File: src/rtl/conv_ctrl_pkg.sv
// Shared constants and types for the 2x2 convolution window sequencer.
// Datapath widths are fixed by the downstream Convolution instance.
package conv_ctrl_pkg;

    localparam int unsigned DW       = 4;
    localparam int unsigned OW       = 10;
    localparam int unsigned NUM_TAPS = 4;

    typedef enum logic [1:0] {
        S_IDLE   = 2'd0,
        S_LOAD_W = 2'd1,
        S_LOAD_I = 2'd2,
        S_CONV   = 2'd3
    } state_e;

    // Window tap order shared by IFM_x and INW_x: top-left, top-right, bottom-left, bottom-right.
    typedef enum logic [1:0] {
        WIN_TL = 2'd0,
        WIN_TR = 2'd1,
        WIN_BL = 2'd2,
        WIN_BR = 2'd3
    } win_pos_e;

    typedef logic [NUM_TAPS-1:0][DW-1:0] taps_t;

endpackage

File: src/rtl/conv_window_ctrl_if.sv
// Input byte stream and result stream of the convolution window sequencer.
// master = stream source / result consumer, slave = the sequencer.
interface conv_window_ctrl_if;
    import conv_ctrl_pkg::*;

    logic          in_valid;
    logic          in_ready;
    logic [DW-1:0] in_data;
    logic          out_valid;
    logic          out_ready;
    logic [OW-1:0] out_data;
    logic          out_last;

    modport master (
        output in_valid, in_data, out_ready,
        input  in_ready, out_valid, out_data, out_last
    );

    modport slave (
        input  in_valid, in_data, out_ready,
        output in_ready, out_valid, out_data, out_last
    );

endinterface

File: src/rtl/conv_window_mux.sv
// Combinational 2x2 window selector: picks the TL, TR, BL, BR pixels anchored at (row, col)
// out of the raster-ordered frame buffer.
module conv_window_mux
    import conv_ctrl_pkg::*;
#(
    parameter int unsigned IMG_W = 4,
    localparam int unsigned NPIX = IMG_W * IMG_W,
    localparam int unsigned PW   = $clog2(NPIX),
    localparam int unsigned CW   = $clog2(IMG_W)
) (
    input  logic [NPIX-1:0][DW-1:0] pix,
    input  logic [CW-1:0]           row,
    input  logic [CW-1:0]           col,
    output taps_t                   ifm
);

    logic [PW-1:0] base;

    // row/col never exceed IMG_W-2, so base+IMG_W+1 always stays inside the buffer.
    always_comb begin
        base        = PW'(int'(row) * int'(IMG_W) + int'(col));
        ifm         = '0;
        ifm[WIN_TL] = pix[base];
        ifm[WIN_TR] = pix[base + PW'(1)];
        ifm[WIN_BL] = pix[base + PW'(IMG_W)];
        ifm[WIN_BR] = pix[base + PW'(IMG_W + 1)];
    end

endmodule

File: src/rtl/conv_window_ctrl.sv
// Sequencer for the 2x2 Convolution datapath: loads a kernel and an IMG_W x IMG_W frame,
// then slides the window in raster order and streams the captured results out.
module conv_window_ctrl
    import conv_ctrl_pkg::*;
#(
    parameter int unsigned IMG_W = 4
) (
    input  logic              clk,
    input  logic              rst_n,
    conv_window_ctrl_if.slave bus,
    output logic [DW-1:0]     IFM_0,
    output logic [DW-1:0]     IFM_1,
    output logic [DW-1:0]     IFM_2,
    output logic [DW-1:0]     IFM_3,
    output logic [DW-1:0]     INW_0,
    output logic [DW-1:0]     INW_1,
    output logic [DW-1:0]     INW_2,
    output logic [DW-1:0]     INW_3,
    input  logic [OW-1:0]     Output
);

    localparam int unsigned NPIX = IMG_W * IMG_W;
    localparam int unsigned PW   = $clog2(NPIX);
    localparam int unsigned CW   = $clog2(IMG_W);

    localparam logic [PW-1:0] LAST_W   = PW'(NUM_TAPS - 1);
    localparam logic [PW-1:0] LAST_PIX = PW'(NPIX - 1);
    localparam logic [CW-1:0] LAST_POS = CW'(IMG_W - 2);

    state_e                  state_q;
    logic [PW-1:0]           cnt_q;
    logic [CW-1:0]           row_q;
    logic [CW-1:0]           col_q;
    taps_t                   w_q;
    logic [NPIX-1:0][DW-1:0] pix_q;
    logic                    in_ready_q;
    logic                    out_valid_q;
    logic                    out_last_q;
    logic [OW-1:0]           out_data_q;

    taps_t ifm_win;
    taps_t ifm_hold_q;
    taps_t inw_hold_q;
    taps_t ifm_sel;
    taps_t inw_sel;
    logic  slot_free;
    logic  last_win;

    assign slot_free = !out_valid_q || bus.out_ready;
    assign last_win  = (row_q == LAST_POS) && (col_q == LAST_POS);

    conv_window_mux #(
        .IMG_W (IMG_W)
    ) u_window_mux (
        .pix (pix_q),
        .row (row_q),
        .col (col_q),
        .ifm (ifm_win)
    );

    always_ff @(posedge clk or negedge rst_n) begin
        if (!rst_n) begin
            state_q     <= S_IDLE;
            cnt_q       <= '0;
            row_q       <= '0;
            col_q       <= '0;
            w_q         <= '0;
            pix_q       <= '0;
            in_ready_q  <= 1'b0;
            out_valid_q <= 1'b0;
            out_last_q  <= 1'b0;
            out_data_q  <= '0;
        end else begin
            // A handoff frees the slot; a capture in S_CONV below refills it in the same cycle.
            if (out_valid_q && bus.out_ready) begin
                out_valid_q <= 1'b0;
            end

            unique case (state_q)
                S_IDLE: begin
                    state_q    <= S_LOAD_W;
                    cnt_q      <= '0;
                    in_ready_q <= 1'b1;
                end

                S_LOAD_W: begin
                    if (bus.in_valid) begin
                        w_q[cnt_q[1:0]] <= bus.in_data;
                        if (cnt_q == LAST_W) begin
                            cnt_q   <= '0;
                            state_q <= S_LOAD_I;
                        end else begin
                            cnt_q <= cnt_q + PW'(1);
                        end
                    end
                end

                S_LOAD_I: begin
                    if (bus.in_valid) begin
                        pix_q[cnt_q] <= bus.in_data;
                        if (cnt_q == LAST_PIX) begin
                            cnt_q      <= '0;
                            row_q      <= '0;
                            col_q      <= '0;
                            in_ready_q <= 1'b0;
                            state_q    <= S_CONV;
                        end else begin
                            cnt_q <= cnt_q + PW'(1);
                        end
                    end
                end

                S_CONV: begin
                    if (slot_free) begin
                        out_data_q  <= Output;
                        out_valid_q <= 1'b1;
                        out_last_q  <= last_win;
                        if (last_win) begin
                            // Next frame starts loading while this last result drains.
                            in_ready_q <= 1'b1;
                            state_q    <= S_LOAD_W;
                        end else if (col_q == LAST_POS) begin
                            col_q <= '0;
                            row_q <= row_q + CW'(1);
                        end else begin
                            col_q <= col_q + CW'(1);
                        end
                    end
                end

                default: state_q <= S_IDLE;
            endcase
        end
    end

    // Datapath inputs hold their last S_CONV values while buffers are being reloaded.
    always_ff @(posedge clk or negedge rst_n) begin
        if (!rst_n) begin
            ifm_hold_q <= '0;
            inw_hold_q <= '0;
        end else if (state_q == S_CONV) begin
            ifm_hold_q <= ifm_win;
            inw_hold_q <= w_q;
        end
    end

    always_comb begin
        ifm_sel = ifm_hold_q;
        inw_sel = inw_hold_q;
        if (state_q == S_CONV) begin
            ifm_sel = ifm_win;
            inw_sel = w_q;
        end
    end

    assign IFM_0 = ifm_sel[WIN_TL];
    assign IFM_1 = ifm_sel[WIN_TR];
    assign IFM_2 = ifm_sel[WIN_BL];
    assign IFM_3 = ifm_sel[WIN_BR];
    assign INW_0 = inw_sel[WIN_TL];
    assign INW_1 = inw_sel[WIN_TR];
    assign INW_2 = inw_sel[WIN_BL];
    assign INW_3 = inw_sel[WIN_BR];

    assign bus.in_ready  = in_ready_q;
    assign bus.out_valid = out_valid_q;
    assign bus.out_data  = out_data_q;
    assign bus.out_last  = out_last_q;

endmodule

File: src/flat_wrapper.sv
// flat-port wrapper written by rule: the top's interface ports become plain ports
module conv_window_ctrl_flat import conv_ctrl_pkg::*;
#(
    parameter int unsigned IMG_W = 4
)
  (clk, rst_n, IFM_0, IFM_1, IFM_2, IFM_3, INW_0, INW_1, INW_2, INW_3, Output, bus_in_valid, bus_in_data, bus_out_ready, bus_in_ready, bus_out_valid, bus_out_data, bus_out_last);
  conv_window_ctrl_if bus_i ();
  input  logic clk;
  input  logic rst_n;
  output logic [DW-1:0] IFM_0;
  output logic [DW-1:0] IFM_1;
  output logic [DW-1:0] IFM_2;
  output logic [DW-1:0] IFM_3;
  output logic [DW-1:0] INW_0;
  output logic [DW-1:0] INW_1;
  output logic [DW-1:0] INW_2;
  output logic [DW-1:0] INW_3;
  input  logic [OW-1:0] Output;
  input wire logic [$bits(bus_i.in_valid)-1:0] bus_in_valid;
  input wire logic [$bits(bus_i.in_data)-1:0] bus_in_data;
  input wire logic [$bits(bus_i.out_ready)-1:0] bus_out_ready;
  output wire logic [$bits(bus_i.in_ready)-1:0] bus_in_ready;
  output wire logic [$bits(bus_i.out_valid)-1:0] bus_out_valid;
  output wire logic [$bits(bus_i.out_data)-1:0] bus_out_data;
  output wire logic [$bits(bus_i.out_last)-1:0] bus_out_last;
  assign bus_i.in_valid = bus_in_valid;
  assign bus_i.in_data = bus_in_data;
  assign bus_i.out_ready = bus_out_ready;
  assign bus_in_ready = bus_i.in_ready;
  assign bus_out_valid = bus_i.out_valid;
  assign bus_out_data = bus_i.out_data;
  assign bus_out_last = bus_i.out_last;
  conv_window_ctrl #(.IMG_W(IMG_W)) u_core (.clk(clk), .rst_n(rst_n), .bus(bus_i), .IFM_0(IFM_0), .IFM_1(IFM_1), .IFM_2(IFM_2), .IFM_3(IFM_3), .INW_0(INW_0), .INW_1(INW_1), .INW_2(INW_2), .INW_3(INW_3), .Output(Output));
endmodule
File: config.mk
export PLATFORM = sky130hd
export DESIGN_NAME = conv_window_ctrl_flat
export DESIGN_NICKNAME = d
export VERILOG_FILES = /design/src/rtl/conv_ctrl_pkg.sv /design/src/rtl/conv_window_ctrl_if.sv /design/src/rtl/conv_window_mux.sv /design/src/rtl/conv_window_ctrl.sv /design/src/flat_wrapper.sv
export SDC_FILE = /design/constraint.sdc
export NUM_CORES = 1
export LEC_CHECK = 0
export ABC_CLOCK_PERIOD_IN_PS = 3700
export CORE_UTILIZATION = 40
export DETAILED_ROUTE_END_ITERATION = 8
export GPL_TIMING_DRIVEN = 0
export SYNTH_ARGS = -nofsm -noshare
export SYNTH_HDL_FRONTEND = slang
export SYNTH_SLANG_ARGS = --single-unit
File: constraint.sdc
create_clock -name clk -period 3.7 [get_ports clk]
set_input_delay 0.925 -clock clk [delete_from_list [all_inputs] [get_ports clk]]
set_output_delay 0.925 -clock clk [all_outputs]
set_load 0.05 [all_outputs]
==> results of run 1 <==
[kinds of logic (layout without fill, tap and decap cells)]
logic type      count (synthesis)  count (layout)  share of synthesized area
compound gates                 42              42                    0.04313
xor+xnor                        4               4                    0.01115
fa+ha+maj                      13              13                    0.02376
buf+inv                        38             147                    0.02430
flops                         135             135                     0.4934
mux                           180             180                     0.3425
simple gates                   97              97                    0.06177
[worst max-delay path, stage by stage, from the launching register on]
cell and delay (ns):
dfrtp_1 0.41, buf_12 0.16, inv_16 0.03, ha_4 0.37, buf_12 0.16, mux2i_2 0.08, mux4_2 0.52, mux2i_4 0.22
mux2_4 0.21, buf_8 0.14
[power by group]
part / total (mW) / switching (mW) / leakage [nW] / internal, mW
combinational: 3.41 / 1.99 / 1.97 / 1.42
sequential: 2.01 / 0.185 / 1.79 / 1.82
clock: 1.84 / 0.669 / 0.307 / 1.17
total: 7.26 / 2.84 / 4.07 / 4.41
[routing by layer]
metal	part of all wire	up-vias
li1	-	2066
met1	0.45	2332
met2	0.48	162
met3	0.065	20
met4	0.015	0
met5	0	-
[timing repair]
| action | CTS | global route |
|---|---|---|
| endpoints found under the setup margin | 32 | 21 |
| resized for setup | 103 | 30 |
| setup buffers | 8 | 9 |
| cloned | 0 | 2 |
| pin swaps | 0 | 3 |
[sequential cells by signal, indices dropped and copies added (netlist names)]
name                  flops
u_core.bus.out_last       1
u_core.pix_q             64
u_core.row_q              2
u_core.col_q              2
u_core.bus.out_data      10
u_core.state_q            2
u_core.w_q               16
u_core.cnt_q              4
u_core.ifm_hold_q        16
u_core.bus.in_ready       1
u_core.inw_hold_q        16
u_core.bus.out_valid      1
[worst min-delay path by stage]
stage	cells after the start	end	start
6_report	1	u_core.ifm_hold_q[4]	rst_n
5_1_grt	1	u_core.ifm_hold_q[4]	rst_n
4_1_cts	1	u_core.ifm_hold_q[4]	rst_n
3_5_place_dp	2	u_core.bus.out_last	u_core.bus.out_last
3_3_place_gp	2	u_core.bus.out_last	u_core.bus.out_last
2_1_floorplan	1	u_core.pix_q[36]	u_core.pix_q[36]
[synthesized netlist by cell type, types with 6 or more instances]
cell type  count
ha_1          13
o21ai_1        6
dfrtp_1      135
mux2i_1       34
nand2_1       66
inv_1          6
nor2_1        10
mux2_1        63
nand3_1        6
a21oi_1       11
mux2_2        51
mux4_2        32
a221o_1        8
clkbuf_1      18
[final cells by class]
type,instances,area [µm²],share of cell area
inverters,9,50.05,0.005717
flip-flops and latches,135,3379,0.3860
repair buffers,78,827.0,0.09447
multi-input cells,336,3391,0.3873
clock inverters,13,191.4,0.02187
well taps,220,275.3,0.03144
plain buffers,28,187.7,0.02144
clock buffers,19,452.9,0.05174
[stage by stage]
stage / TNS [ns] / std cells / util / cell area (µm²) / hold WS, ns
floorplan: 0 / 509 / - / 6847 / 0.4705
global placement: -475.94 / 787 / 0.4628 / 7702 / 0.4688
detailed placement: -7.835 / 788 / 0.4646 / 7731 / 0.4718
CTS: -0.1300 / 828 / 0.5142 / 8557 / 0.4488
global route: -0.09984 / 838 / 0.5261 / 8755 / 0.4668
finish: 0 / 838 / 0.5261 / 8755 / 0.4361
==> run_results.csv, run 1 <==
group,metric,value,unit
status,status,"finished, final reports clean",
setup_path,r2r-end,"u_core.ifm_hold_q[13]",
clock_tree,cts_tree,"done",
clock_tree,cts_max_level,4,
drt,ant_nets,0,
place,gp_congestion,0.8428,
sta,maxSlewViolCount,0,
sta,rsz0062_at_grt,"true",
layout,final_cell_mix,"dfrtp_1 (134), nand2_1 (66), mux2_1 (63)",
power_and_ir_drop,pwr_density_cell,828.8,nW/µm²
sta,worstMarginPinSlew,0.7358,ns
clock_tree,clkSinkCount,135,
global_routing,grt-ovfl-total,0,
sta,hold_viol_final,0,
yosys,postSynthNetCount,540,
setup_path,crit_type,"reg -> out",
yosys,async_reset_ff_frac,1.000,
clock_tree,cts_buffers,17,
clock_tree,cts_hold_buf,0,
setup_path,reg2reg_depth,9,
yosys,synth_edf_count,0,
sta,period_minus_slack,3.673,ns
setup_path,rr_startpoint,"u_core.col_q[1]",
floorplan,dieArea,17640,µm²
place,io_buffers,58,
global_routing,use_met2,0.3191,
sta,setup_viol,0,
layout,diodes,0,
drt,drt_first_pass_iters,5,
drt,vias_per_cell,5.465,
drt,wire_per_inst,20.03,µm
clock_tree,clk_pin_slew,0.06,ns
setup_path,cp-end-kind,"primary output",
layout,final_common_cell,"dfrtp_1",
power_and_ir_drop,power,7.256,mW
global_routing,use_met3,0.05057,
sta,worst_slack,0.02733,ns
sta,fmax,0.2723,GHz
drt,vias,4580,
setup_path,critPathLaunchType,"flop",
layout,nets,636,
clock_tree,insertion_delay,0.43,ns
power_and_ir_drop,leakagePower,4.073,nW
sta,slew_headroom,0.5057,
yosys,yosysTopAreaCell,"dfrtp_1",
global_routing,use_met1,0.2716,
floorplan,initial_core_util,0.4114,
global_routing,grt_pass1_vias,4641,
drt,routed_wl,16.78,mm
flow_run,maxCapViolations,0,
global_routing,grt_max_degree,88,
yosys,netlist_area,6847,µm²
clock_tree,clock_tree.root_cell,"clkbuf_16",
yosys,synth-main-ff-cell,"dfrtp_1",
floorplan,rows,47,
floorplan,fp.dieH,132.8,µm
layout,area_growth,27.87,%
yosys,synth_warnings,0,
place,pre_cts_slack,-1.103,ns
hold_path,hp-class,"in -> async",
global_routing,antenna_found_initial,0,
setup_path,timing.critical_path.from,"u_core.col_q[0]",
sta,min_period_over_period,0.9926,
yosys,syn_inst,509,
yosys,synth_top_cell_area_share,0.4934,
layout,drive_gt1_frac,0.2913,
drt,drc,0,
global_routing,grt_busiest_layer,"met2",
setup_path,regToRegSetupSlack,1.36,ns
floorplan,coreArea,16640,µm²
yosys,synth_area_per_cell,13.45,µm²
power_and_ir_drop,vdd_drop_max,0.0006718,V
global_routing,grt_pass1_wl,26.42,mm
setup_path,worstPathMaxFanout,7,
sta,finClkSkew,0.01065,ns
yosys,yosysSeqAreaShare,0.4934,
place,place_hpwl,11.89,mm
floorplan,pin_count,63,
yosys,synth-seq-cells,135,
setup_path,critical_path.endpoint,"IFM_3[2]",
layout,fillers,1382,
yosys,ys_top_cells_by_area,"dfrtp_1 (49%), mux4_2 (11%), mux2_1 (10%)",
clock_tree,cts.path.max_buffers,2,
setup_path,cp.required,2.77,ns
setup_path,arrival,2.75,ns
floorplan,die_w,132.8,µm
yosys,synth_cell_types,40,
global_routing,grtUsageTotal,0.2014,
drt,drt_iter0_markers,327,
(Power assumes the default switching activity.)
==> run 2: changes to the inputs <==
Settings changed: TNS_END_PERCENT set to 1.
==> run_results.csv, run 2 (synthesis gave the netlist of run 1 again) <==
group,metric,value,unit
setup_path,cp_slowest_cell,"mux4_2",
drt,drc,0,
layout,final_cells,828,
global_routing,grt_pass1_wl,26.40,mm
sta,maxSlewViolCount,0,
layout,final_cell_mix,"dfrtp_1 (134), nand2_1 (66), mux2_1 (63)",
sta,worst_slack,-0.05373,ns
setup_path,critPathLaunchType,"flop",
floorplan,pin_count,63,
clock_tree,clkSinkCount,135,
flow_run,maxCapViolations,0,
place,gp_congestion,0.8428,
power_and_ir_drop,pwr_density_cell,828.1,nW/µm²
floorplan,die_w,132.8,µm
drt,drt_iter0_markers,296,
clock_tree,cts_buffers,17,
drt,drt_first_pass_iters,4,
floorplan,dieArea,17640,µm²
place,dp.cells,788,
clock_tree,clock_tree.root_cell,"clkbuf_16",
sta,hold_viol_final,0,
power_and_ir_drop,power,7.173,mW
setup_path,cp.required,2.77,ns
place,place_hpwl,11.89,mm
place,io_buffers,58,
setup_path,crit_family,"multiplexers",
sta,hold_ws,0.4358,ns
setup_path,crit_path_max_incr_delay,0.52,ns
floorplan,rows,47,
drt,ant_nets,0,
setup_path,cpMostUsedCell,"buf_12",
sta,slew_headroom,0.5087,
layout,area_growth,26.52,%
sta,period_minus_slack,3.754,ns
clock_tree,cts_max_level,4,
sta,worstMarginPinSlew,0.7314,ns
layout,top_register,"u_core.pix_q",
global_routing,grtUsageTotal,0.2014,
power_and_ir_drop,vdd_drop_max,0.0006723,V
drt,vias,4511,
sta,finClkSkew,0.008911,ns
sta,rsz0062_at_grt,"true",
setup_path,worstPathMaxFanout,10,
setup_path,arrival,2.83,ns
hold_path,hp-class,"in -> async",
sta,min_period_over_period,1.015,
clock_tree,insertion_delay,0.42,ns
sta,fmax,0.2664,GHz
sta,setup_viol,4,
power_and_ir_drop,leakagePower,4.013,nW
clock_tree,cts.path.max_buffers,2,
drt,vias_per_cell,5.448,
status,violations,"setup timing",
layout,drive_gt1_frac,0.2747,
layout,largest_register_ffs,64,
global_routing,grt_pass1_vias,4617,
clock_tree,cts_tree,"done",
floorplan,coreArea,16640,µm²
layout,diodes,0,
global_routing,grt-ovfl-total,0,
status,status,"complete, but fails checks",
setup_path,cp.buffers_inverters,5,
clock_tree,clk_pin_slew,0.06,ns
global_routing,grt_max_degree,88,
setup_path,cp-end-kind,"primary output",
global_routing,antenna_found_initial,0,
layout,post-route-util,0.5205,
setup_path,crit_type,"reg -> out",
layout,nets,626,
drt,routed_wl,16.61,mm
floorplan,initial_core_util,0.4114,
drt,wire_per_inst,20.07,µm
layout,final_common_cell,"dfrtp_1",
setup_path,crit_chain,"buf_12, inv_16, ha_4, buf_6, buf_12, mux2i_2, mux4_2, mux2i_4, mux2_4, buf_8",
sta,fin_tns_setup,-0.1109,ns
floorplan,fp.dieH,132.8,µm
-- run 2: cell count changes in the layout (fill, tap and decap cells not counted), moves of 2 or more --
cell and delta:
clkbuf_16 -2, buf_4 -9, buf_6 -3, buf_8 +5
-- run 2: layout make-up --
cell class	count	area, µm²
Buffer	29	196.4
Clock buffer	19	452.9
Clock inverter	13	191.4
Fill cell	1397	7980
Inverter	9	50.05
Multi-Input combinational cell	336	3387
Sequential cell	135	3379
Tap cell	220	275.3
Timing Repair Buffer	67	729.5
-- run 2: final timing paths --
path                            cells past startpoint                 from  slack [ns]                     to
worst min-delay path                                1                rst_n        0.44   u_core.ifm_hold_q[4]
worst max register to register                      9      u_core.col_q[0]        1.37  u_core.ifm_hold_q[14]
worst max-delay path                               10      u_core.col_q[0]       -0.05               IFM_3[2]
max in group asynchronous                           2                rst_n        2.50  u_core.inw_hold_q[11]
worst min register to register                      2  u_core.bus.out_last        0.48    u_core.bus.out_last
min in group clk                                    2  u_core.bus.out_last        0.48    u_core.bus.out_last
-- run 2: layer usage --
layer / global-route usage / wire length (µm) / vias to the layer above
li1: - / - / 2049
met1: 0.2726 / 7543 / 2278
met2: 0.3176 / 7789 / 160
met3: 0.05096 / 996 / 24
met4: 0.06258 / 284 / 0
met5: 0 / 0 / -
-- run 2: report_power, final --
part	leakage, nW	total (mW)	internal [mW]	switching [mW]
logic	1.91	3.32	1.35	1.97
clock network	0.307	1.84	1.17	0.666
registers	1.79	2.02	1.82	0.196
-- run 2: what timing repair did --
| item | 4_1_cts | 5_1_grt |
|---|---|---|
| hold endpoints to repair | 0 | 0 |
| hold buffers | 0 | 0 |
| resized for setup | 109 | 23 |
| buffers inserted | 5 | 3 |
| setup endpoints to repair | 32 | 22 |
| cloned | 0 | 0 |
-- run 2: worst register-to-register path, cell delays in order (launching register included) --
cell and delay, ns:
dfrtp_1 0.42, buf_12 0.17, inv_16 0.08, ha_4 0.20, buf_6 0.14, buf_12 0.15
mux2i_2 0.16, mux4_2 0.52, mux2i_4 0.21, mux2_4 0.21
-- run 2: metrics by stage --
step                      setup WS (ns)  cell area [µm²]
after CTS                       -0.1203             8552
after detailed placement         -1.103             7731
after global routing            -0.1135             8662
final                          -0.05373             8662
after global placement           -3.478             7702
after floorplan                  0.3178             6847
